### config.mk
export PLATFORM = sky130hd
export DESIGN_NAME = facto_host_seq
export DESIGN_NICKNAME = d
export VERILOG_FILES = /design/src/rtl/facto_host_seq_pkg.sv /design/src/rtl/facto_host_seq_wdog.sv /design/src/rtl/facto_host_seq.sv
export SDC_FILE = /design/constraint.sdc
export NUM_CORES = 1
export LEC_CHECK = 0
export ABC_AREA = 1
export CORE_AREA = 2 2 134 136
export DETAILED_ROUTE_END_ITERATION = 16
export DIE_AREA = 0 0 136 138
export DONT_BUFFER_PORTS = 1
export GPL_TIMING_DRIVEN = 0
export PLACE_DENSITY = 0.67
export SLEW_MARGIN = 20
export SYNTH_ARGS = -nofsm -noshare
export SYNTH_HDL_FRONTEND = slang
export SYNTH_SLANG_ARGS = --single-unit
### constraint.sdc
create_clock -name clk -period 2.18 [get_ports clk]
set_clock_uncertainty 0.2 [all_clocks]
set_input_delay 0.218 -clock clk [delete_from_list [all_inputs] [get_ports clk]]
set_output_delay 0.218 -clock clk [all_outputs]
set_load 0.01 [all_outputs]
### src/rtl/facto_host_seq_pkg.sv
// Shared definitions for the factorial host sequencer.
// - Default register offsets of the factorial core's slave port. The core's
//   register controller uses the same offsets.
// - 4-bit FSM state encoding.
package facto_host_seq_pkg;

  localparam logic [15:0] REG_OS  = 16'h0000;  // opstart, write 1 = start
  localparam logic [15:0] REG_OC  = 16'h0008;  // opclear, write 1 = clear
  localparam logic [15:0] REG_OI  = 16'h0010;  // interrupt enable
  localparam logic [15:0] REG_OPR = 16'h0018;  // operand
  localparam logic [15:0] REG_OD  = 16'h0020;  // opdone, bit0 = done
  localparam logic [15:0] REG_RH  = 16'h0028;  // result high word
  localparam logic [15:0] REG_RL  = 16'h0030;  // result low word

  localparam int unsigned TIMEOUT_DEF = 1024;

  typedef enum logic [3:0] {
    ST_IDLE = 4'd0,
    ST_CLR  = 4'd1,
    ST_IEN  = 4'd2,
    ST_OPW  = 4'd3,
    ST_STW  = 4'd4,
    ST_WAIT = 4'd5,
    ST_RDH  = 4'd6,
    ST_RDL  = 4'd7,
    ST_CLR2 = 4'd8,
    ST_ABT  = 4'd9,
    ST_RSP  = 4'd10
  } state_t;

endpackage

### src/rtl/facto_host_seq_wdog.sv
// facto_wdog: WAIT-phase timeout and poll counter.
// Ports:
//   clk, reset_n   clock, asynchronous active-low reset
//   clr            hold the counter at 0
//   en             count one cycle (WAIT state)
//   expired        counter has reached TIMEOUT-1 while enabled
//   poll_tick      every 4th enabled cycle (count = 3, 7, 11, ...)
module facto_wdog #(
  parameter int unsigned TIMEOUT = 1024
) (
  input  logic clk,
  input  logic reset_n,
  input  logic clr,
  input  logic en,
  output logic expired,
  output logic poll_tick
);

  localparam logic [15:0] LAST = 16'(TIMEOUT - 1);

  logic [15:0] cnt;

  always_ff @(posedge clk or negedge reset_n) begin
    if (!reset_n) begin
      cnt <= '0;
    end else if (clr) begin
      cnt <= '0;
    end else if (en) begin
      cnt <= cnt + 16'd1;
    end
  end

  always_comb begin
    expired   = en && (cnt == LAST);
    poll_tick = en && (cnt[1:0] == 2'b11);
  end

endmodule

### src/rtl/facto_host_seq.sv
// facto_host_seq: bus-master sequencer in front of the factorial core.
// Accepts an operand on req_*, programs the core over m_* (clear, interrupt
// enable, operand, start), waits for done, reads the 128-bit result and
// returns it on rsp_*. A WAIT longer than TIMEOUT cycles aborts with rsp_err.
// Ports:
//   clk, reset_n                      clock, asynchronous active-low reset
//   req_valid/req_ready/req_operand   operand request (ready only in IDLE)
//   rsp_valid/rsp_ready               response handshake, held until accepted
//   rsp_result, rsp_err               {RH,RL} result; err = timeout (result 0)
//   m_sel/m_wr/m_addr/m_dout/m_din    single-cycle register bus to the core
//   intr_in                           core done interrupt
//   busy                              high outside IDLE
// Build option: FACTO_POLL_EN -- interrupt disabled, WAIT polls opdone
// every 4th cycle instead of watching intr_in.
module facto_host_seq
  import facto_host_seq_pkg::*;
#(
  parameter logic [15:0] A_OS    = REG_OS,
  parameter logic [15:0] A_OC    = REG_OC,
  parameter logic [15:0] A_OI    = REG_OI,
  parameter logic [15:0] A_OPR   = REG_OPR,
  parameter logic [15:0] A_OD    = REG_OD,
  parameter logic [15:0] A_RH    = REG_RH,
  parameter logic [15:0] A_RL    = REG_RL,
  parameter int unsigned TIMEOUT = TIMEOUT_DEF
) (
  input  logic         clk,
  input  logic         reset_n,
  input  logic         req_valid,
  output logic         req_ready,
  input  logic [63:0]  req_operand,
  output logic         rsp_valid,
  input  logic         rsp_ready,
  output logic [127:0] rsp_result,
  output logic         rsp_err,
  output logic         m_sel,
  output logic         m_wr,
  output logic [15:0]  m_addr,
  output logic [63:0]  m_dout,
  input  logic [63:0]  m_din,
  input  logic         intr_in,
  output logic         busy
);

`ifdef FACTO_POLL_EN
  localparam logic [63:0] IEN_VAL = 64'd0;
`else
  localparam logic [63:0] IEN_VAL = 64'd1;
`endif

  state_t        state, state_nxt;
  logic [63:0]   operand;
  logic [127:0]  result;
  logic          err;
  logic          done;
  logic          expired;
  logic          poll_tick;

  facto_wdog #(
    .TIMEOUT (TIMEOUT)
  ) u_wdog (
    .clk       (clk),
    .reset_n   (reset_n),
    .clr       (state != ST_WAIT),
    .en        (state == ST_WAIT),
    .expired   (expired),
    .poll_tick (poll_tick)
  );

`ifdef FACTO_POLL_EN
  logic unused_intr;
  assign unused_intr = intr_in;
`else
  logic        unused_poll;
  logic [15:0] unused_od;
  assign unused_poll = poll_tick;
  assign unused_od   = A_OD;
`endif

  always_ff @(posedge clk or negedge reset_n) begin
    if (!reset_n) begin
      state <= ST_IDLE;
    end else begin
      state <= state_nxt;
    end
  end

  always_comb begin
    state_nxt = state;
    m_sel     = 1'b0;
    m_wr      = 1'b0;
    m_addr    = '0;
    m_dout    = '0;
    done      = 1'b0;
    case (state)
      ST_IDLE: begin
        if (req_valid) state_nxt = ST_CLR;
      end
      ST_CLR: begin
        m_sel = 1'b1; m_wr = 1'b1; m_addr = A_OC; m_dout = 64'd1;
        state_nxt = ST_IEN;
      end
      ST_IEN: begin
        m_sel = 1'b1; m_wr = 1'b1; m_addr = A_OI; m_dout = IEN_VAL;
        state_nxt = ST_OPW;
      end
      ST_OPW: begin
        m_sel = 1'b1; m_wr = 1'b1; m_addr = A_OPR; m_dout = operand;
        state_nxt = ST_STW;
      end
      ST_STW: begin
        m_sel = 1'b1; m_wr = 1'b1; m_addr = A_OS; m_dout = 64'd1;
        state_nxt = ST_WAIT;
      end
      ST_WAIT: begin
`ifdef FACTO_POLL_EN
        if (poll_tick) begin
          m_sel  = 1'b1;
          m_addr = A_OD;
          done   = m_din[0];
        end
`else
        done = intr_in;
`endif
        // done is tested first so it wins over a simultaneous expiry
        if (done) begin
          state_nxt = ST_RDH;
        end else if (expired) begin
          state_nxt = ST_ABT;
        end
      end
      ST_RDH: begin
        m_sel = 1'b1; m_addr = A_RH;
        state_nxt = ST_RDL;
      end
      ST_RDL: begin
        m_sel = 1'b1; m_addr = A_RL;
        state_nxt = ST_CLR2;
      end
      ST_CLR2, ST_ABT: begin
        m_sel = 1'b1; m_wr = 1'b1; m_addr = A_OC; m_dout = 64'd1;
        state_nxt = ST_RSP;
      end
      ST_RSP: begin
        if (rsp_ready) state_nxt = ST_IDLE;
      end
      default: state_nxt = ST_IDLE;
    endcase
  end

  always_ff @(posedge clk or negedge reset_n) begin
    if (!reset_n) begin
      operand <= '0;
      result  <= '0;
      err     <= 1'b0;
    end else begin
      case (state)
        ST_IDLE: begin
          if (req_valid) begin
            operand <= req_operand;
            result  <= '0;
            err     <= 1'b0;
          end
        end
        ST_RDH:  result[127:64] <= m_din;
        ST_RDL:  result[63:0]   <= m_din;
        ST_ABT: begin
          result <= '0;
          err    <= 1'b1;
        end
        default: ;
      endcase
    end
  end

  always_comb begin
    req_ready  = (state == ST_IDLE);
    busy       = (state != ST_IDLE);
    rsp_valid  = (state == ST_RSP);
    rsp_result = result;
    rsp_err    = err;
  end

endmodule

==> results.json <==
{
  "coreArea_sq_um": 17500,
  "cts_hold_buf": 131,
  "clkTransAtPathRegs_ps": 60,
  "fmax_ghz": 0.454,
  "worstMarginPinSlew_ps": 517,
  "clkLatencyLatePin_ps": 500,
  "portBuffers": 0,
  "yosys_warnings": 0,
  "synth_commonest_cells": "inv_1 (277), dfrtp_1 (213), o22ai_1 (128), nand2_1 (105), nor2_1 (99)",
  "finalSetupViolCount": 1,
  "p_total_mw": 16.0,
  "grt_pass1_wl_um": 40200,
  "syn_inst": 1003,
  "synth_compound_area_frac": 0.139,
  "setup_tns_ps": -24.0,
  "startpoint_type": "register",
  "topRoutingLayerUsed": "met4",
  "drtIter0Drc": 520,
  "cp.arrival_ps": 1790,
  "synth_top_family_by_area": "buffers and inverters",
  "period_share": 1.01,
  "synth_edf_count": 0,
  "rsz0062_at_grt": "yes",
  "rows": 49,
  "vdd_drop_max_uv": 723,
  "endpoint": "m_sel",
  "synth_area_sq_um": 9010,
  "synthXorXnorAreaFrac": 0.000972,
  "cts_tree": "yes",
  "routedWlPerCell_um": 19.2,
  "grt_max_degree": 214,
  "h-tree-depth": 1,
  "die_h_um": 138,
  "layout-drive-gt1-share": 0.157,
  "fin_nets": 1310,
  "ys_seq_elements": 213,
  "hold_viol": 213,
  "drc_errors": 0,
  "cts_buffers": 23,
  "crit_required_ps": 1760,
  "crit_start": "state[2]",
  "grt_pass1_vias": 7677,
  "yosysTopAreaCell": "dfrtp_1",
  "track_usage": 0.269,
  "routed_via_density": 5.31,
  "violations": "negative hold slack, negative setup slack",
  "critPathMaxFanout": 5,
  "yosys.cell_count.top_type": "inv_1",
  "synth_ff_type": "dfrtp_1",
  "synth_top_cells_by_area": "dfrtp_1 (59%), inv_1 (12%), o22ai_1 (8.9%)",
  "cts_buffer_depth": 3,
  "critical_path_class": "register to output pin",
  "pwr_density_cell_nw_per_um2": 1330,
  "reg2regPathDepth": 8,
  "end_kind": "output pin",
  "dpl.hpwl_um": 16500,
  "vias": 7570,
  "place_congestion": 0.843,
  "drtAntennaViolNets": 0,
  "final_max_slew_viol_count": 0,
  "hold_ws_ps": -795,
  "relSlewSlack": 0.652,
  "m1WireLength_um": 10400,
  "syn_to_final_growth_pct": 33.9,
  "period_needed_ps": 2200,
  "hold_class": "primary input to async pin",
  "multi_input_area_sq_um": 2780,
  "avgSynthCellArea_sq_um": 8.98,
  "fp.dieW_um": 136,
  "synth_fa_ha_area_frac": 0.00139,
  "ios": 347,
  "start_util": 0.514,
  "n_fill_cell": 1249,
  "synth_mux_area_frac": 0,
  "status": "complete, but fails checks",
  "max_cap_violations": 0,
  "ys_async_sr_fraction": 1.00,
  "dr.pass1.iters": 5,
  "regToRegSetupSlack_ps": 130,
  "synthDistinctLibCells": 33,
  "cts_root_buf": "clkbuf_16",
  "synthSimpleGateAreaFrac": 0.107,
  "layout.area.seq_sq_um": 5330,
  "die_area_sq_um": 18800,
  "clkSinkCount": 213,
  "dr_wl_met2_um": 13200,
  "ys_seq_area_frac": 0.592,
  "synth_top_area_frac": 0.592,
  "finalWorstSetupSlack_ps": -24.0,
  "r2r-end": "operand[63]",
  "wl_um": 27300,
  "wl_met3_um": 2530,
  "grt_antenna_before_repair": 3,
  "overflow": 0,
  "dp_slack_ps": 149,
  "reg2reg_from": "state[2]",
  "power_leakage_nw": 5.76
}
==> through the flow <==
| stage | area, sq um | hold WS [ps] | util | std cells |
|---|---|---|---|---|
| CTS | 11800 | -810 | 0.670 | 1418 |
| global route | 12100 | -810 | 0.688 | 1425 |
| floorplan | 9060 | -278 | - | 1015 |
| finish | 12100 | -795 | 0.688 | 1425 |
| detailed placement | 9340 | -274 | 0.533 | 1244 |
| global placement | 9340 | -273 | 0.533 | 1244 |
==> power breakdown <==
group | switching, mW | total (mW) | leakage (nW) | internal (mW)
logic | 3.53 | 5.33 | 2.58 | 1.80
clock network | 1.61 | 3.96 | 0.392 | 2.35
registers | 1.30 | 6.71 | 2.79 | 5.40
==> timing repair <==
item,in CTS,in global routing
endpoints found under the setup margin,67,77
buffers inserted,2,4
pin swaps,3,4
hold endpoints to repair,410,213
gates resized for setup,103,70
==> state kept, by name (all words and copies together), names as in the netlist <==
name / count
operand: 64
u_wdog.cnt: 16
rsp_err: 1
rsp_result: 128
state: 4
==> worst max-delay path: stages (launching register included) <==
cell and delay, ps:
dfrtp_2 450, nand2_1 150, inv_2 80, a21oi_2 280, nand4_1 320
==> layer usage <==
| metal | global-route usage | vias up |
|---|---|---|
| li1 | - | 3422 |
| met1 | 0.338 | 3664 |
| met2 | 0.440 | 397 |
| met3 | 0.0825 | 87 |
| met4 | 0.0976 | 0 |
| met5 | 0 | - |
==> worst min path at each step <==
| stage | start | endpoint | cells past startpoint |
|---|---|---|---|
| after global routing | reset_n | rsp_result[22] | 0 |
| after floorplan | reset_n | operand[0] | 0 |
| final | reset_n | rsp_result[22] | 0 |
| after detailed placement | reset_n | rsp_result[79] | 0 |
| after global placement | reset_n | rsp_result[79] | 0 |
| after CTS | reset_n | rsp_result[83] | 0 |
==> cell type report <==
cell class | instances | share of cell area
Sequential cell | 213 | 0.442
Multi-Input combinational cell | 460 | 0.231
Timing Repair Buffer | 137 | 0.112
Inverter | 282 | 0.0884
Clock buffer | 33 | 0.0575
Buffer | 59 | 0.0375
Tap cell | 229 | 0.0238
Clock inverter | 9 | 0.00726
Antenna cell | 3 | 0.000622
==> cells in the final DEF (no fill, tap or decap), types with 4 or more instances in the layout <==
master         count
inv_1            275
dfrtp_1          211
dlygate4sd3_1    131
o22ai_1          128
nand2_1          104
nor2_4            65
o21ai_0           62
nor2_1            34
clkbuf_16         23
buf_4             19
buf_2             18
conb_1            13
o21ai_1           11
buf_6             10
a21oi_1            9
clkbuf_1           8
clkbuf_8           8
buf_8              7
nand3_1            6
inv_2              5
clkbuf_2           5
nand3b_1           4
clkinv_2           4
==> logic make-up after synthesis <==
group / count (synthesis)
adder cells (fa/ha/maj): 1
AO/OA/AOI/OAI: 216
XOR/XNOR: 1
flip-flops: 213
buffers and inverters: 342
other: 1
AND/OR/NAND/NOR: 229
(Power assumes the default switching activity.)
